**src/rtl/decode_pkg.sv**
```systemverilog
// Shared RV64I decode definitions: base opcodes, immediate formats and the
// immediate assembly helper used by the decode stage.
package decode_pkg;

  localparam logic [6:0] OPC_LOAD    = 7'b0000011;
  localparam logic [6:0] OPC_OPIMM   = 7'b0010011;
  localparam logic [6:0] OPC_OPIMM32 = 7'b0011011;
  localparam logic [6:0] OPC_AUIPC   = 7'b0010111;
  localparam logic [6:0] OPC_STORE   = 7'b0100011;
  localparam logic [6:0] OPC_OP      = 7'b0110011;
  localparam logic [6:0] OPC_LUI     = 7'b0110111;
  localparam logic [6:0] OPC_OP32    = 7'b0111011;
  localparam logic [6:0] OPC_BRANCH  = 7'b1100011;
  localparam logic [6:0] OPC_JALR    = 7'b1100111;
  localparam logic [6:0] OPC_JAL     = 7'b1101111;
  localparam logic [6:0] OPC_SYSTEM  = 7'b1110011;

  typedef enum logic [2:0] {
    FMT_R,
    FMT_I,
    FMT_S,
    FMT_B,
    FMT_U,
    FMT_J
  } imm_fmt_e;

  // 32-bit signed immediate; callers sign-extend to the datapath width.
  function automatic logic signed [31:0] imm32(input logic [31:0] instr,
                                               input imm_fmt_e    fmt);
    logic signed [31:0] imm;
    case (fmt)
      FMT_I:   imm = {{20{instr[31]}}, instr[31:20]};
      FMT_S:   imm = {{20{instr[31]}}, instr[31:25], instr[11:7]};
      FMT_B:   imm = {{19{instr[31]}}, instr[31], instr[7], instr[30:25],
                      instr[11:8], 1'b0};
      FMT_U:   imm = {instr[31:12], 12'h000};
      FMT_J:   imm = {{11{instr[31]}}, instr[31], instr[19:12], instr[20],
                      instr[30:21], 1'b0};
      default: imm = '0;
    endcase
    return imm;
  endfunction

endpackage

```
**src/rtl/decode_stage_if.sv**
```systemverilog
// Bundle of fetch, register-file read, downstream and writeback signals seen
// by the decode stage. slave is the stage's view, master the environment's.
interface decode_stage_if #(
  parameter int XLEN = 64
);
  logic            if_valid;
  logic            if_ready;
  logic [31:0]     if_instr;
  logic [XLEN-1:0] if_pc;
  logic            flush;
  logic            rf_read;
  logic [4:0]      rf_rs1;
  logic [4:0]      rf_rs2;
  logic            id_valid;
  logic            id_ready;
  logic [XLEN-1:0] id_pc;
  logic [6:0]      id_opcode;
  logic [2:0]      id_funct3;
  logic [6:0]      id_funct7;
  logic [4:0]      id_rd;
  logic            id_we;
  logic [XLEN-1:0] id_imm;
  logic            id_illegal;
  logic            wb_valid;
  logic [4:0]      wb_rd;

  modport slave (
    input  if_valid, if_instr, if_pc, flush, id_ready, wb_valid, wb_rd,
    output if_ready, rf_read, rf_rs1, rf_rs2,
    output id_valid, id_pc, id_opcode, id_funct3, id_funct7, id_rd, id_we,
    output id_imm, id_illegal
  );

  modport master (
    output if_valid, if_instr, if_pc, flush, id_ready, wb_valid, wb_rd,
    input  if_ready, rf_read, rf_rs1, rf_rs2,
    input  id_valid, id_pc, id_opcode, id_funct3, id_funct7, id_rd, id_we,
    input  id_imm, id_illegal
  );
endinterface

```
**src/rtl/decode_stage_scoreboard.sv**
```systemverilog
// Per-register busy bits for in-flight producers; a set and clear of the same
// index in one cycle leaves the bit set.
module decode_stage_scoreboard #(
  parameter  int NREGS = 32,
  localparam int IW    = $clog2(NREGS)
) (
  input  logic          clock,
  input  logic          reset,
  input  logic          set_en,
  input  logic [IW-1:0] set_idx,
  input  logic          clr_en,
  input  logic [IW-1:0] clr_idx,
  input  logic [IW-1:0] look_a,
  input  logic [IW-1:0] look_b,
  output logic          busy_a,
  output logic          busy_b
);

  logic [NREGS-1:0] busy;
  logic [NREGS-1:0] set_mask;
  logic [NREGS-1:0] clr_mask;

  always_comb begin
    set_mask = '0;
    clr_mask = '0;
    if (set_en) set_mask[set_idx] = 1'b1;
    if (clr_en) clr_mask[clr_idx] = 1'b1;
  end

  always_ff @(posedge clock) begin
    if (reset) busy <= '0;
    else       busy <= (busy & ~clr_mask) | set_mask;
  end

  assign busy_a = busy[look_a];
  assign busy_b = busy[look_b];

endmodule

```
**src/rtl/decode_stage.sv**
```systemverilog
// RV64I decode stage: decodes one instruction per cycle, drives the register
// file read port and stalls read-after-write hazards via a busy scoreboard.
module decode_stage
  import decode_pkg::*;
#(
  parameter int XLEN  = 64,
  parameter int NREGS = 32
) (
  input  logic           clock,
  input  logic           reset,
  decode_stage_if.slave  bus
);

  logic [6:0]      opc_p0;
  logic [4:0]      rd_p0, rs1_p0, rs2_p0;
  imm_fmt_e        fmt_p0;
  logic            use_rs1_p0, use_rs2_p0, legal_p0, no_rd_p0, we_p0;
  logic [XLEN-1:0] imm_p0;
  logic signed [31:0] imm32_p0;
  logic            busy1_p0, busy2_p0, hz1_p0, hz2_p0, hazard_p0;
  logic            ready_p0, accept_p0, sb_set, sb_clr;

  logic            vld_p1;
  logic [XLEN-1:0] pc_p1, imm_p1;
  logic [6:0]      opc_p1, funct7_p1;
  logic [2:0]      funct3_p1;
  logic [4:0]      rd_p1;
  logic            we_p1, illegal_p1;

  assign opc_p0 = bus.if_instr[6:0];
  assign rd_p0  = bus.if_instr[11:7];
  assign rs1_p0 = bus.if_instr[19:15];
  assign rs2_p0 = bus.if_instr[24:20];

  always_comb begin
    fmt_p0     = FMT_I;
    use_rs1_p0 = 1'b1;
    use_rs2_p0 = 1'b0;
    legal_p0   = 1'b1;
    no_rd_p0   = 1'b0;
    case (opc_p0)
      OPC_LOAD, OPC_OPIMM, OPC_OPIMM32, OPC_JALR: fmt_p0 = FMT_I;
      OPC_SYSTEM: begin fmt_p0 = FMT_I; no_rd_p0 = 1'b1; end
      OPC_STORE:  begin fmt_p0 = FMT_S; use_rs2_p0 = 1'b1; no_rd_p0 = 1'b1; end
      OPC_BRANCH: begin fmt_p0 = FMT_B; use_rs2_p0 = 1'b1; no_rd_p0 = 1'b1; end
      OPC_OP, OPC_OP32: begin fmt_p0 = FMT_R; use_rs2_p0 = 1'b1; end
      OPC_LUI, OPC_AUIPC: begin fmt_p0 = FMT_U; use_rs1_p0 = 1'b0; end
      OPC_JAL:    begin fmt_p0 = FMT_J; use_rs1_p0 = 1'b0; end
      // Unknown opcodes read nothing so they never stall on garbage fields.
      default: begin
        fmt_p0     = FMT_R;
        use_rs1_p0 = 1'b0;
        legal_p0   = 1'b0;
        no_rd_p0   = 1'b1;
      end
    endcase
  end

  assign we_p0    = legal_p0 & ~no_rd_p0 & (rd_p0 != 5'd0);
  assign imm32_p0 = imm32(bus.if_instr, fmt_p0);
  assign imm_p0   = {{(XLEN-32){imm32_p0[31]}}, imm32_p0};

  decode_stage_scoreboard #(.NREGS(NREGS)) u_scoreboard (
    .clock   (clock),
    .reset   (reset),
    .set_en  (sb_set),
    .set_idx (rd_p1),
    .clr_en  (sb_clr),
    .clr_idx (bus.wb_rd),
    .look_a  (rs1_p0),
    .look_b  (rs2_p0),
    .busy_a  (busy1_p0),
    .busy_b  (busy2_p0)
  );

  // The instruction still in the stage is not yet in the scoreboard, so its rd
  // is compared directly; a same-cycle wb leaves the busy bit visible here.
  assign hz1_p0 = use_rs1_p0 & (rs1_p0 != 5'd0) &
                  (busy1_p0 | (vld_p1 & we_p1 & (rd_p1 == rs1_p0)));
  assign hz2_p0 = use_rs2_p0 & (rs2_p0 != 5'd0) &
                  (busy2_p0 | (vld_p1 & we_p1 & (rd_p1 == rs2_p0)));
  assign hazard_p0 = hz1_p0 | hz2_p0;

  assign ready_p0  = ~reset & ~bus.flush & ~hazard_p0 & (~vld_p1 | bus.id_ready);
  assign accept_p0 = bus.if_valid & ready_p0;
  assign sb_set    = vld_p1 & bus.id_ready & we_p1 & ~bus.flush;
  assign sb_clr    = bus.wb_valid & (bus.wb_rd != 5'd0);

  assign bus.if_ready = ready_p0;
  assign bus.rf_read  = accept_p0;
  assign bus.rf_rs1   = rs1_p0;
  assign bus.rf_rs2   = rs2_p0;

  // p0 -> p1: decoded fields land alongside the register file read data
  always_ff @(posedge clock) begin
    if (reset) begin
      vld_p1     <= 1'b0;
      pc_p1      <= '0;
      imm_p1     <= '0;
      opc_p1     <= '0;
      funct3_p1  <= '0;
      funct7_p1  <= '0;
      rd_p1      <= '0;
      we_p1      <= 1'b0;
      illegal_p1 <= 1'b0;
    end else if (bus.flush) begin
      vld_p1 <= 1'b0;
    end else if (accept_p0) begin
      vld_p1     <= 1'b1;
      pc_p1      <= bus.if_pc;
      imm_p1     <= imm_p0;
      opc_p1     <= opc_p0;
      funct3_p1  <= bus.if_instr[14:12];
      funct7_p1  <= bus.if_instr[31:25];
      rd_p1      <= rd_p0;
      we_p1      <= we_p0;
      illegal_p1 <= ~legal_p0;
    end else if (bus.id_ready) begin
      vld_p1 <= 1'b0;
    end
  end

  assign bus.id_valid   = vld_p1;
  assign bus.id_pc      = pc_p1;
  assign bus.id_opcode  = opc_p1;
  assign bus.id_funct3  = funct3_p1;
  assign bus.id_funct7  = funct7_p1;
  assign bus.id_rd      = rd_p1;
  assign bus.id_we      = we_p1;
  assign bus.id_imm     = imm_p1;
  assign bus.id_illegal = illegal_p1;

endmodule

```
**src/flat_wrapper.sv**
```systemverilog
// flat-port wrapper written by rule: the top's interface ports become plain ports
module decode_stage_flat import decode_pkg::*;
#(
  parameter int XLEN  = 64,
  parameter int NREGS = 32
)
  (clock, reset, bus_if_valid, bus_if_instr, bus_if_pc, bus_flush, bus_id_ready, bus_wb_valid, bus_wb_rd, bus_if_ready, bus_rf_read, bus_rf_rs1, bus_rf_rs2, bus_id_valid, bus_id_pc, bus_id_opcode, bus_id_funct3, bus_id_funct7, bus_id_rd, bus_id_we, bus_id_imm, bus_id_illegal);
  decode_stage_if #(.XLEN(XLEN)) bus_i ();
  input  logic clock;
  input  logic reset;
  input wire logic [$bits(bus_i.if_valid)-1:0] bus_if_valid;
  input wire logic [$bits(bus_i.if_instr)-1:0] bus_if_instr;
  input wire logic [$bits(bus_i.if_pc)-1:0] bus_if_pc;
  input wire logic [$bits(bus_i.flush)-1:0] bus_flush;
  input wire logic [$bits(bus_i.id_ready)-1:0] bus_id_ready;
  input wire logic [$bits(bus_i.wb_valid)-1:0] bus_wb_valid;
  input wire logic [$bits(bus_i.wb_rd)-1:0] bus_wb_rd;
  output wire logic [$bits(bus_i.if_ready)-1:0] bus_if_ready;
  output wire logic [$bits(bus_i.rf_read)-1:0] bus_rf_read;
  output wire logic [$bits(bus_i.rf_rs1)-1:0] bus_rf_rs1;
  output wire logic [$bits(bus_i.rf_rs2)-1:0] bus_rf_rs2;
  output wire logic [$bits(bus_i.id_valid)-1:0] bus_id_valid;
  output wire logic [$bits(bus_i.id_pc)-1:0] bus_id_pc;
  output wire logic [$bits(bus_i.id_opcode)-1:0] bus_id_opcode;
  output wire logic [$bits(bus_i.id_funct3)-1:0] bus_id_funct3;
  output wire logic [$bits(bus_i.id_funct7)-1:0] bus_id_funct7;
  output wire logic [$bits(bus_i.id_rd)-1:0] bus_id_rd;
  output wire logic [$bits(bus_i.id_we)-1:0] bus_id_we;
  output wire logic [$bits(bus_i.id_imm)-1:0] bus_id_imm;
  output wire logic [$bits(bus_i.id_illegal)-1:0] bus_id_illegal;
  assign bus_i.if_valid = bus_if_valid;
  assign bus_i.if_instr = bus_if_instr;
  assign bus_i.if_pc = bus_if_pc;
  assign bus_i.flush = bus_flush;
  assign bus_i.id_ready = bus_id_ready;
  assign bus_i.wb_valid = bus_wb_valid;
  assign bus_i.wb_rd = bus_wb_rd;
  assign bus_if_ready = bus_i.if_ready;
  assign bus_rf_read = bus_i.rf_read;
  assign bus_rf_rs1 = bus_i.rf_rs1;
  assign bus_rf_rs2 = bus_i.rf_rs2;
  assign bus_id_valid = bus_i.id_valid;
  assign bus_id_pc = bus_i.id_pc;
  assign bus_id_opcode = bus_i.id_opcode;
  assign bus_id_funct3 = bus_i.id_funct3;
  assign bus_id_funct7 = bus_i.id_funct7;
  assign bus_id_rd = bus_i.id_rd;
  assign bus_id_we = bus_i.id_we;
  assign bus_id_imm = bus_i.id_imm;
  assign bus_id_illegal = bus_i.id_illegal;
  decode_stage #(.XLEN(XLEN), .NREGS(NREGS)) u_core (.clock(clock), .reset(reset), .bus(bus_i));
endmodule
```
**config.mk**
```make
export PLATFORM = sky130hd
export DESIGN_NAME = decode_stage_flat
export DESIGN_NICKNAME = d
export VERILOG_FILES = /design/src/rtl/decode_pkg.sv /design/src/rtl/decode_stage_if.sv /design/src/rtl/decode_stage_scoreboard.sv /design/src/rtl/decode_stage.sv /design/src/flat_wrapper.sv
export SDC_FILE = /design/constraint.sdc
export NUM_CORES = 1
export LEC_CHECK = 0
export ABC_AREA = 0
export ABC_CLOCK_PERIOD_IN_PS = 5000
export CAP_MARGIN = 20
export CORE_MARGIN = 2
export CORE_UTILIZATION = 45
export CTS_CLUSTER_SIZE = 14
export DETAILED_ROUTE_END_ITERATION = 12
export PLACE_DENSITY = 0.81
export SYNTH_ARGS = -nofsm -noshare
export SYNTH_HDL_FRONTEND = slang
export SYNTH_SLANG_ARGS = --single-unit
```
**constraint.sdc**
```tcl
create_clock -name clock -period 5 [get_ports clock]
set_input_delay 1.5 -clock clock [delete_from_list [all_inputs] [get_ports clock]]
set_output_delay 1.5 -clock clock [all_outputs]
set_load 0.005 [all_outputs]
```
# == After elaboration in Yosys (flattened, before gate mapping) ==
# Cells that the tools add are included.
# word_totals
register_bits,153
input_bits,107
word_cells,96
# op_classes
order_cmp,6
n_eq_ne,19
n_mux,17
n_bitwise,29
n_reduce_logical,15
# op_table
operator,n
one-hot mux 32 bit (5 select lines),1
2-to-1 mux 32 bit,2
bitwise AND 32 bit,1
NOT 32 bit,1
bitwise OR 32 bit,1
"== test 7 x 6 -> 1 bit, second input constant",4
"== test 7 bit, second input constant",4
"less-than comparator 5 x 6 -> 1 bit, second input constant",4
"== test 7 x 5 -> 1 bit, second input constant",3
nonzero test 5 bit,4
OR reduction 9 bit,2
bitwise AND 1 bit,17
one-hot mux 3 bit (5 select lines),1
OR reduction 12 bit,1
binary-select mux 1 bit (select 5 bit),2
demux 1 bit (select 5 bit),2
== test 5 bit,2
"greater-or-equal comparator 5 x 1 -> 1 bit, second input constant",2
2-to-1 mux 1 bit,9
"== test 7 x 2 -> 1 bit, second input constant",1
"== test 3 x 2 -> 1 bit, second input constant",2
"== test 3 bit, second input constant",2
NOT 1 bit,5
OR reduction 5 bit,1
other kinds (7),12

# == Longest topological paths before layout ==
# Gate-level depths: netlist of run 1.
# logic_depth
ltp_word,11
depth_mapped,13
depth_no_buf,9

# == Modules after synthesis ==
# A second synthesis of run 1 with hierarchy kept.
# unflattened
cells_unflattened,901
hier_area_um2,7143.1
# by_module_without_submodules
mod,instances,cells_per_inst,area_each_um2
decode_stage,1,658,5206.2
decode_stage_scoreboard,1,243,1936.9

# == Worst setup path after synthesis of run 1 ==
# No wires, ideal clock.
# synth_path
path_type,input -> output
start,in bus_if_instr[15]
end,out bus_rf_read
arrival_ns,3.365
required_time_ns,3.500
slack_ns,0.135
path_stages,12
path_buffers,3
cell_sequence,buf_4 buf_4 mux2i_1 a221oi_1 nor2_1 or4_1 o31a_1 nand3_4 inv_2 buf_6 nand2_4 inv_1
# synth_between
elab_chain_cells,9
elab_cells_between_ends,13
cone_classes,eq/ne (1); mux (2); bitwise (9); reduce/logical (1)
# synth_lines
element,line_no,text
start: declaration,flat_wrapper.sv:12,input wire logic [$bits(bus_i.if_instr)-1:0] bus_if_instr;
binary-select mux 1 bit (select 5 bit) / == test 5 bit (equally long branches),"decode_stage_scoreboard.sv:35, decode_stage.sv:79",
2-to-1 mux 1 bit (not written as such) / bitwise AND 1 bit (equally long branches),"decode_stage_scoreboard.sv:35, decode_stage.sv:79",
bitwise OR 1 bit,decode_stage.sv:79,(busy1_p0 | (vld_p1 & we_p1 & (rd_p1 == rs1_p0)));
bitwise AND 1 bit *,decode_stage.sv:78,assign hz1_p0 = use_rs1_p0 & (rs1_p0 != 5'd0) &
bitwise OR 1 bit *,decode_stage.sv:82,assign hazard_p0 = hz1_p0 | hz2_p0;
NOT 1 bit *,decode_stage.sv:84,assign ready_p0 = ~reset & ~bus.flush & ~hazard_p0 & (~vld_p1 | bus.id_ready);
bitwise AND 1 bit * (2 in a row),decode_stage.sv:84,
bitwise AND 1 bit *,decode_stage.sv:85,assign accept_p0 = bus.if_valid & ready_p0;
end: declaration,flat_wrapper.sv:19,output wire logic [$bits(bus_i.rf_read)-1:0] bus_rf_read;
# Mark *: on every way between the ends. The rest lies on a longest branch, timed or not. The select of a mux whose other input is x is not followed.

# == Worst setup path after layout of run 1 ==
# layout_path
start,in bus_if_instr[21]
end,out bus_rf_read
# layout_between
elab_chain_cells,9
elab_cells_between_ends,13
cone_classes,eq/ne (1); mux (2); bitwise (9); reduce/logical (1)
# layout_lines
element,line_no,text
binary-select mux 1 bit (select 5 bit) / == test 5 bit (equally long branches),"decode_stage_scoreboard.sv:36, decode_stage.sv:81",
2-to-1 mux 1 bit (not written as such) / bitwise AND 1 bit (equally long branches),"decode_stage_scoreboard.sv:36, decode_stage.sv:81",
bitwise OR 1 bit,decode_stage.sv:81,(busy2_p0 | (vld_p1 & we_p1 & (rd_p1 == rs2_p0)));
bitwise AND 1 bit *,decode_stage.sv:80,assign hz2_p0 = use_rs2_p0 & (rs2_p0 != 5'd0) &
bitwise OR 1 bit *,decode_stage.sv:82,
NOT 1 bit *,decode_stage.sv:84,
bitwise AND 1 bit * (2 in a row),decode_stage.sv:84,
bitwise AND 1 bit *,decode_stage.sv:85,
# Marks and branches as above.

==> results.md, run 1 <==
Critical path:
- On the critical path, the stage with the largest delay is an instance of sky130_fd_sc_hd__or4_4.
- Together, buffers and inverters on the worst path number 6.
- The critical path crosses 13 cells after its start point.
- For the worst setup path, the data required time is 3500 ps.
- For the worst setup path, the data arrival time is 3410 ps.
- The startpoint class of the critical path is an input port.
- Of all nets on the critical path, the largest fanout is 6.
- The worst setup path is captured at a primary output.
- The peak per-stage delay on the critical path is 440 ps.
- Traced cell by cell, the critical path runs through buf_6 > buf_4 > buf_4 > mux2i_1 > o22ai_1 > or4_4 > a211oi_2 > or3_4 > nand3_4 > clkinv_4 > nand2_4 > inv_2 > clkdlybuf4s15_2.
- The length in cells of the worst reg-to-reg path is 9.
- The type of the setup path with the least slack is in -> out.
- Counting stages on the worst path, the most repeated cell is sky130_fd_sc_hd__buf_4.
- On the critical path the largest part of the delay comes from simple AND/OR/NAND/NOR gates.

Routing:
- After detailed routing, the number of vias per cell comes to 5.73.
- In the routed design, unresolved DRC markers number 0.
- The number of DRC violations after detailed-routing iteration 0 is 758.
- The number of nets with antenna violations after detailed routing is 0.
- Dividing the detail-routed wire length by the instance count gives 18.3 um.
- For this run, the detailed router's first-pass iteration total came to 5.
- The final route contains 7928 vias.
- The total detailed-routing wirelength is 25300 um.

Synth:
- After Yosys synthesis, full adders, half adders and majority gates account for 0% of the synthesized area.
- The share of flip-flops with an asynchronous set or reset is 0%.
- Counting every net in the synthesized netlist gives 1039.
- By area, the combinational part of the netlist is dominated by compound AO/OA/AOI/OAI gates.
- The area share of and/or/nand/nor cells after synthesis is 18.1%.
- Synthesis produced a netlist whose cell count is 932.
- The average cell area after synthesis is 8.00 um^2.
- The post-synthesis instance area is 0.00745 mm^2.
- In the synthesized netlist, mux cells make up 5.82% of the area.
- The XOR/XNOR share of the synthesized area is 1.29%.
- The post-synthesis sequential area ratio is 41.1%.
- The count of flip-flops with a built-in enable after synthesis is 0.
- Counting flops and latches in the post-synthesis netlist gives 153.
- For this run, the number of Yosys warnings is 0.
- The synthesized-area fraction occupied by ao, oa, aoi and oai cells is 23.4%.
- The synthesized netlist contains 49 unique library cells.
- The most common flop cell mapped by yosys is sky130_fd_sc_hd__dfxtp_1.

STA:
- The highest attainable clock frequency is 204 MHz.
- The clock tree skew after final layout is 9.41 ps.
- The slew at the pin with the worst max-slew slack is 1150 ps.
- In the finished design, the share of the clock period the worst path needs comes to 98.2%.
- Summed over all failing endpoints, the final setup total negative slack is 0 ps.
- The final worst slack is 90.6 ps.
- The final-report hold violation count came to 0.
- The final number of max-transition violations was 0.
- The routed design could run at a clock period as short as 4910 ps.
- The relative slew slack is 22.8%.
- The number of failing setup endpoints in the final timing report is 0.

CTS:
- The clock-pin slew reported for the worst setup and hold paths after clock tree synthesis is 60 ps.
- The total CTS buffers is 17.
- The hold buffer count at CTS is 0.
- The number of sinks driven by the clock tree is 153.
- The CTS tree is yes.
- The cell chosen for the clock root is sky130_fd_sc_hd__clkbuf_16.
- At the later pin of the worst-skew pair, clock insertion delay measures 430 ps.
- The clock tree synthesis step divided the H-tree into 4 levels.
- The maximum buffer depth of the clock tree is 2.

Run:
- Across the run, the number of max-cap violations was 0.

Power:
- The internal cell power is 0.00212 W.
- Net switching is 27.1% of the power.
- For this design the ratio of total power to cell area is 267 mW/mm^2.
- The switching power summed over all nets is 0.000786 W.
- The combinational cell fraction of total power is 13.9%.
- Of the total power, the clock network draws 42.7%.
- The worst vdd rail ir drop is 222 uV.
- The analysis attributes to cell leakage a power of 3.79 nW.
- Of the total power, registers draw 43.5%.

Floorplan:
- The region available for standard cell placement spans 0.0164 mm^2.
- The vertical die dimension is 133 um.
- The initial utilization of the core area, before any placement, comes to 45.4%.
- The die covers 0.0176 mm^2.
- The die is 133 um wide.
- The floorplan has 47 rows.
- The I/O pin count is 272.

Final layout:
- The synthesis-to-layout area growth is 45.9%.
- The final layout net count is 1255.
- Summing all non-filler instances in the final layout gives an area of 0.0109 mm^2.
- The core occupancy in the finished layout is 66.3%.
- Cells with a size suffix above 1 make up 12.3% of the layout.

Worst hold path:
- The count of cells along the worst hold path is 2.
- The class of the most critical hold timing path is reg -> reg.

Placed design:
- In this run the cell area measured after placement is 0.0101 mm^2.
- The final HPWL from detailed placement is 17200 um.
- The quantity of I/O buffers inserted on ports is 271.
- The placer's final routability congestion estimate is 0.966.
- At the placement stage, the worst setup path has a slack of -797 ps.

GRT:
- The all-layer global routing usage is 28.0%.
- Entering global routing, the biggest net connects 118 pins.
- The number of antenna violations at the first check in global routing is 1.
- The leftover overflow at the end of global routing is 0.
- The global-route wire length before repair is 39600 um.
- The number of global-route vias before repair is 7303.

Status:
- The run finished with clean final reports.
## worst min-delay path: stages (launching register included)
cell and delay, ps:
sky130_fd_sc_hd__dfxtp_1 300, sky130_fd_sc_hd__o21ai_0 60, sky130_fd_sc_hd__a21oi_1 60
## final timing paths
check | from | end | slack (ps)
worst max-delay path | bus_if_instr[21] | bus_rf_read | 90
worst min-delay path | u_core.bus.id_imm[12] | u_core.bus.id_imm[12] | 470
worst max register to register | u_core.bus.id_rd[2] | u_core.bus.id_pc[58] | 1810
worst min register to register | u_core.bus.id_imm[12] | u_core.bus.id_imm[12] | 470
## synthesized netlist by cell type, types with 2 or more instances
| cell type | instances | share of area [%] |
|---|---|---|
| sky130_fd_sc_hd__a21oi_1 | 155 | 10 |
| sky130_fd_sc_hd__dfxtp_1 | 153 | 41 |
| sky130_fd_sc_hd__o21ai_0 | 147 | 9.9 |
| sky130_fd_sc_hd__nand3_1 | 104 | 7.0 |
| sky130_fd_sc_hd__nand2_1 | 75 | 3.8 |
| sky130_fd_sc_hd__clkbuf_1 | 63 | 3.2 |
| sky130_fd_sc_hd__buf_4 | 53 | 5.3 |
| sky130_fd_sc_hd__mux2i_1 | 22 | 3.0 |
| sky130_fd_sc_hd__nor2_1 | 15 | 0.76 |
| sky130_fd_sc_hd__or3_1 | 14 | 1.2 |
| sky130_fd_sc_hd__mux4_2 | 9 | 2.7 |
| sky130_fd_sc_hd__nand2b_1 | 9 | 0.76 |
| sky130_fd_sc_hd__xnor2_1 | 9 | 1.1 |
| sky130_fd_sc_hd__buf_2 | 8 | 0.54 |
| sky130_fd_sc_hd__inv_1 | 7 | 0.35 |
| sky130_fd_sc_hd__nand3b_1 | 6 | 0.60 |
| sky130_fd_sc_hd__nor3_1 | 6 | 0.40 |
| sky130_fd_sc_hd__nor3b_1 | 6 | 0.60 |
| sky130_fd_sc_hd__a22oi_1 | 5 | 0.50 |
| sky130_fd_sc_hd__a311oi_1 | 5 | 0.59 |
| sky130_fd_sc_hd__buf_1 | 5 | 0.25 |
| sky130_fd_sc_hd__nor4b_1 | 5 | 0.59 |
| sky130_fd_sc_hd__buf_6 | 4 | 0.60 |
| sky130_fd_sc_hd__o31ai_1 | 4 | 0.40 |
| sky130_fd_sc_hd__or4_1 | 4 | 0.40 |
| sky130_fd_sc_hd__a211oi_1 | 3 | 0.30 |
| sky130_fd_sc_hd__and2_1 | 3 | 0.25 |
| sky130_fd_sc_hd__nand4_1 | 3 | 0.25 |
| sky130_fd_sc_hd__or3b_2 | 3 | 0.35 |
| sky130_fd_sc_hd__a221oi_1 | 2 | 0.24 |
| sky130_fd_sc_hd__and3_1 | 2 | 0.17 |
| sky130_fd_sc_hd__and3b_1 | 2 | 0.24 |
| sky130_fd_sc_hd__nor2b_1 | 2 | 0.17 |
| sky130_fd_sc_hd__o22ai_1 | 2 | 0.17 |
| sky130_fd_sc_hd__o31a_1 | 2 | 0.24 |
| sky130_fd_sc_hd__xor2_1 | 2 | 0.24 |
## flip-flops by register name (all words and copies together) (netlist names)
| register | count |
|---|---|
| u_core.bus.id_imm | 32 |
| u_core.bus.id_valid | 1 |
| u_core.bus.id_rd | 5 |
| u_core.bus.id_funct7 | 7 |
| u_core.bus.id_we | 1 |
| u_core.bus.id_illegal | 1 |
| u_core.bus.id_opcode | 7 |
| u_core.bus.id_pc | 64 |
| u_core.bus.id_funct3 | 3 |
| u_core.u_scoreboard.busy | 32 |
## metrics by stage
step / hold slack [ps] / total power (W) / cells
floorplan: 453 / 0.00146 / 932
global placement: 457 / 0.00167 / 1345
detailed placement: 463 / 0.00168 / 1345
CTS: 471 / 0.00291 / 1378
global route: 491 / 0.00300 / 1383
finish: 470 / 0.00290 / 1383
## logic make-up after synthesis
family,count (synthesis)
xor+xnor,11
flops,153
mux,32
buf+inv,142
compound gates,331
simple gates,263
## timing repair
| item | in CTS | in global routing |
|---|---|---|
| buffers inserted | 1 | 3 |
| pin swaps | 11 | 10 |
| setup endpoints to repair | 2 | 2 |
| gates resized for setup | 54 | 25 |
## power groups by stage
stage	sequential (W)	combinational, W	clock, W
floorplan	0.00129	0.000176	0
global placement	0.00129	0.000387	0
detailed placement	0.00129	0.000388	0
CTS	0.00126	0.000395	0.00126
global route	0.00126	0.000432	0.00131
finish	0.00126	0.000403	0.00124
## per-layer routing
layer | wire length [um] | vias up | global-route usage (%)
met4 | 833 | 0 | 11.5
met2 | 11800 | 416 | 43.6
met1 | 10600 | 3732 | 37.6
met3 | 2080 | 59 | 6.28
met5 | 0 | - | 0
li1 | - | 3721 | -
## area by class of cell
cell class                      instances  area, um^2
Antenna cell                            2        5.00
Inverter                                9        38.8
Multi-Input combinational cell        637        3760
Sequential cell                       153        3060
Timing Repair Buffer                  330        3160
Clock inverter                         14         130
Tap cell                              220         275
Fill cell                            1360        5530
Clock buffer                           18         439
## cells in the final DEF, fill, tap and decap left out, types with 3 or more instances in the layout
| cell | instances |
|---|---|
| sky130_fd_sc_hd__a21oi_1 | 155 |
| sky130_fd_sc_hd__a22oi_1 | 5 |
| sky130_fd_sc_hd__a311oi_1 | 4 |
| sky130_fd_sc_hd__buf_4 | 56 |
| sky130_fd_sc_hd__buf_6 | 6 |
| sky130_fd_sc_hd__clkbuf_16 | 17 |
| sky130_fd_sc_hd__clkdlybuf4s50_1 | 252 |
| sky130_fd_sc_hd__clkinvlp_4 | 3 |
| sky130_fd_sc_hd__dfxtp_1 | 153 |
| sky130_fd_sc_hd__dlygate4sd2_1 | 7 |
| sky130_fd_sc_hd__inv_1 | 6 |
| sky130_fd_sc_hd__inv_6 | 5 |
| sky130_fd_sc_hd__inv_8 | 3 |
| sky130_fd_sc_hd__mux2i_1 | 22 |
| sky130_fd_sc_hd__mux4_2 | 9 |
| sky130_fd_sc_hd__nand2_1 | 75 |
| sky130_fd_sc_hd__nand2b_1 | 8 |
| sky130_fd_sc_hd__nand3_1 | 104 |
| sky130_fd_sc_hd__nand3b_1 | 6 |
| sky130_fd_sc_hd__nand4_1 | 3 |
| sky130_fd_sc_hd__nor2_1 | 13 |
| sky130_fd_sc_hd__nor3_1 | 3 |
| sky130_fd_sc_hd__nor3b_1 | 5 |
| sky130_fd_sc_hd__nor4b_1 | 5 |
| sky130_fd_sc_hd__o21ai_0 | 146 |
| sky130_fd_sc_hd__o31ai_2 | 3 |
| sky130_fd_sc_hd__or3_1 | 12 |
| sky130_fd_sc_hd__or3b_2 | 3 |
| sky130_fd_sc_hd__xnor2_1 | 7 |
No activity file was read; power rests on OpenSTA's default activity.
==> inputs of run 2 (changes only) <==
- CORE_UTILIZATION: 45 -> 50
- DONT_BUFFER_PORTS: unset -> 1
- PLACE_DENSITY: 0.81 -> unset
==> run 2 against run 1 <==
Cell count is 26% lower. Clock skew is 2.2 ps higher. Highest routed layer is now met5. Via count is 18% lower. Clock power hardly changed. Register-to-register slack worse by 40 ps. Hold slack better by 21 ps. Sequential power hardly changed. Maximum frequency is 3.7% higher. Non-clock buffer count is 320 lower. First-iteration DRC count is 37% lower. Critical endpoint unchanged. Flip-flop and latch count stayed put. Critical path depth is 4 lower.
==> results.md, run 2 (synthesis gave the netlist of run 1 again) <==
GRT:
- The number of global-route vias before repair is 6234 (-15%).
- The all-layer global routing usage was 26.9% (-1.1 points).
- The pin count of the biggest net entering global routing is 156 (+32%).
- The leftover overflow at the end of global routing is 0 (unchanged).
- The global-route wire length before repair is 34300 um (-13%).
- The number of antenna violations at the first check in global routing is 1 (unchanged).

Routing:
- The detailed-route DRC error count is 0 (unchanged).
- The total detailed-routing wirelength is 21700 um (-14%).
- The number of nets with antenna violations after detailed routing is 0 (unchanged).
- The number of DRC violations after detailed-routing iteration 0 came to 477 (-37%).
- The via count normalized by instance count is 6.35 (+11%).
- The mean routed wirelength per cell is 21.2 um (+16%).
- The total via count in the routed design came to 6509 (-18%).
- The detailed-router iteration count before antenna repair is 5 (unchanged).

Final layout:
- The antenna cell count came to 0 (-2).
- The layout cell share with drive strength beyond 1 is 7.13% (-5.2 points).
- The synthesis-to-layout area growth is 1.59%.
- The core occupancy in the finished layout is 52.1% (-14 points).
- In the layout the commonest cells are 155 x sky130_fd_sc_hd__a21oi_1, 152 x sky130_fd_sc_hd__dfxtp_1, 147 x sky130_fd_sc_hd__o21ai_0.
- The number of flip-flops under the largest register name is 64 (unchanged).
- The commonest non-fill, non-tap cell in the layout is sky130_fd_sc_hd__a21oi_1.
- The final layout net count is 935 (-25%).
- The number of fill cells in the layout came to 1367 (+0.51%).

CTS:
- The H-tree level count was 4 (unchanged).
- CTS placed an instance of sky130_fd_sc_hd__clkbuf_16 at the clock tree root.
- The number of sinks driven by the clock tree is 153 (unchanged).
- The total CTS buffers came to 17 (unchanged).
- The hold buffer count at CTS came to 0 (unchanged).
- TritonCTS built the clock tree.
- The number of buffers inserted to repair setup after CTS is 0 (-1).
- The number of gates resized after CTS was 0 (-100%).
- The clock-pin slew reported for the worst setup and hold paths after clock tree synthesis is 60 ps (about the same).
- The clock latency at the later pin of the worst-skew pair is 430 ps (about the same).
- The maximum buffer depth of the clock tree is 2 (unchanged).

Floorplan:
- The overall die width is 126 um (-5.0%).
- The floorplan die area was 0.0159 mm^2 (-9.7%).
- The starting utilization of the core area came to 51.3% (+5.9 points).
- The standard-cell row count is 44 (-6.4%).
- The I/O pin count is 272 (unchanged).
- The core area was 0.0145 mm^2 (-11%).
- The vertical die dimension is 126 um (-5.0%).

Power:
- The reported leakage power is 2.48 nW (-34%).
- The worst vdd rail ir drop is 242 uV (+9.0%).
- The power density over the cells is 347 mW/mm^2 (+30%).
- The overall power is 0.00263 W (-9.5%).

Critical path:
- The data arrival time of the worst path is 3230 ps (-180 ps).
- The buffer and inverter count on the worst path is 2 (-4).
- The gate family responsible for the most delay along the worst path is simple AND/OR/NAND/NOR gates.
- The data required time at the worst endpoint is 3500 ps (about the same).
- Among the stages of the critical path, the cell type that occurs most often is sky130_fd_sc_hd__or3_1.
- The worst setup path is of the in -> out kind.
- The total number of cells along the worst setup path was 9 (-4).
- The startpoint class of the critical path is an input port.
- The maximum fanout count along the critical path came to 15 (+9).
- The largest individual stage delay along the critical path comes from the cell sky130_fd_sc_hd__or3_1.
- Walking the worst path, the cells encountered are or3_1 > o21ai_0 > or4_1 > o32ai_1 > or3_1 > nand3_4 > clkinv_2 > nand2_4 > inv_1.
- The peak per-stage delay on the critical path is 410 ps (-30 ps).
- The worst setup path is captured at a primary output.
- The length in cells of the worst reg-to-reg path was 9 (unchanged).

Worst hold path:
- The tightest min-delay check is of the reg -> reg type.
- The count of cells along the worst hold path is 2 (unchanged).

STA:
- Setup repair after global routing left no endpoint under its margin.
- The highest attainable clock frequency is 211 MHz (+3.7%).
- The number of failing setup endpoints in the final timing report is 0 (unchanged).
- The clock tree skew after final layout is 11.7 ps (+2.25 ps).
- The final-report hold violation count is 0 (unchanged).
- The slew at the pin with the worst max-slew slack is 1000 ps (-146 ps).
- The post-route fraction of the period consumed by the critical path is 94.6% (-3.5 points).
- The time the final worst path needs with I/O delays and setup came to 4730 ps (-177 ps).
- The final number of max-transition violations is 0 (unchanged).
- The final-layout setup total negative slack is 0 ps (unchanged).
- The relative slew slack is 33.1% (+10 points).

Placed design:
- The quantity of I/O buffers inserted on ports is 0 (-100%).
- The final HPWL from detailed placement was 14400 um (-16%).
- The placer's final routability congestion estimate is 0.875 (-9.3%).

Status:
- The flow ran to the end, and the final reports show no timing, DRC or antenna violations.

Run:
- The number of max-cap violations came to 0 (unchanged).
-- run 2: final timing paths --
check | startpoint | end | slack [ps]
max | bus_if_instr[21] | bus_rf_read | 270
min | u_core.u_scoreboard.busy[18] | u_core.u_scoreboard.busy[18] | 490
max reg2reg | u_core.bus.id_rd[2] | u_core.bus.id_opcode[1] | 1770
min reg2reg | u_core.u_scoreboard.busy[18] | u_core.u_scoreboard.busy[18] | 490
-- run 2: power by group --
group	total, W	internal [W]	switching [W]
Clock	0.00122	0.000661	0.000554
Combinational	0.000141	0.0000519	0.0000887
Sequential	0.00127	0.00125	0.0000249
-- run 2: worst register-to-register path, stage by stage, from the launching register on --
cell and delay (ps):
sky130_fd_sc_hd__dfxtp_1 720, sky130_fd_sc_hd__xnor2_1 190, sky130_fd_sc_hd__nand4_1 130, sky130_fd_sc_hd__o31ai_1 290, sky130_fd_sc_hd__o32ai_1 130, sky130_fd_sc_hd__or3_1 410
sky130_fd_sc_hd__nand3_4 90, sky130_fd_sc_hd__buf_4 740, sky130_fd_sc_hd__o21ai_0 300, sky130_fd_sc_hd__a21oi_1 170
-- run 2: metrics by stage --
stage	std cells	area (um^2)	hold slack, ps	worst slack (ps)
detailed placement	991	7010	479	246
floorplan	932	7450	453	135
CTS	1023	7560	490	249
finish	1025	7570	491	268
global placement	991	7010	475	319
global route	1025	7570	517	183
-- run 2: area by class of cell --
type | count | area [um^2] | share of cell area, %
repair buffers | 10 | 72.6 | 0.958
flip-flops and latches | 153 | 3060 | 40.5
clock inverters | 14 | 113 | 1.49
clock buffers | 18 | 439 | 5.80
inverters | 9 | 35.0 | 0.463
multi-input cells | 637 | 3620 | 47.8
well taps | 184 | 230 | 3.04
-- run 2: layer usage --
metal	wire (um)	global-route usage [%]	vias up
met4	551	9.57	2
met3	2060	9.22	40
met5	13	0	-
met1	8750	33.5	3100
li1	-	-	3074
met2	10400	43.3	293
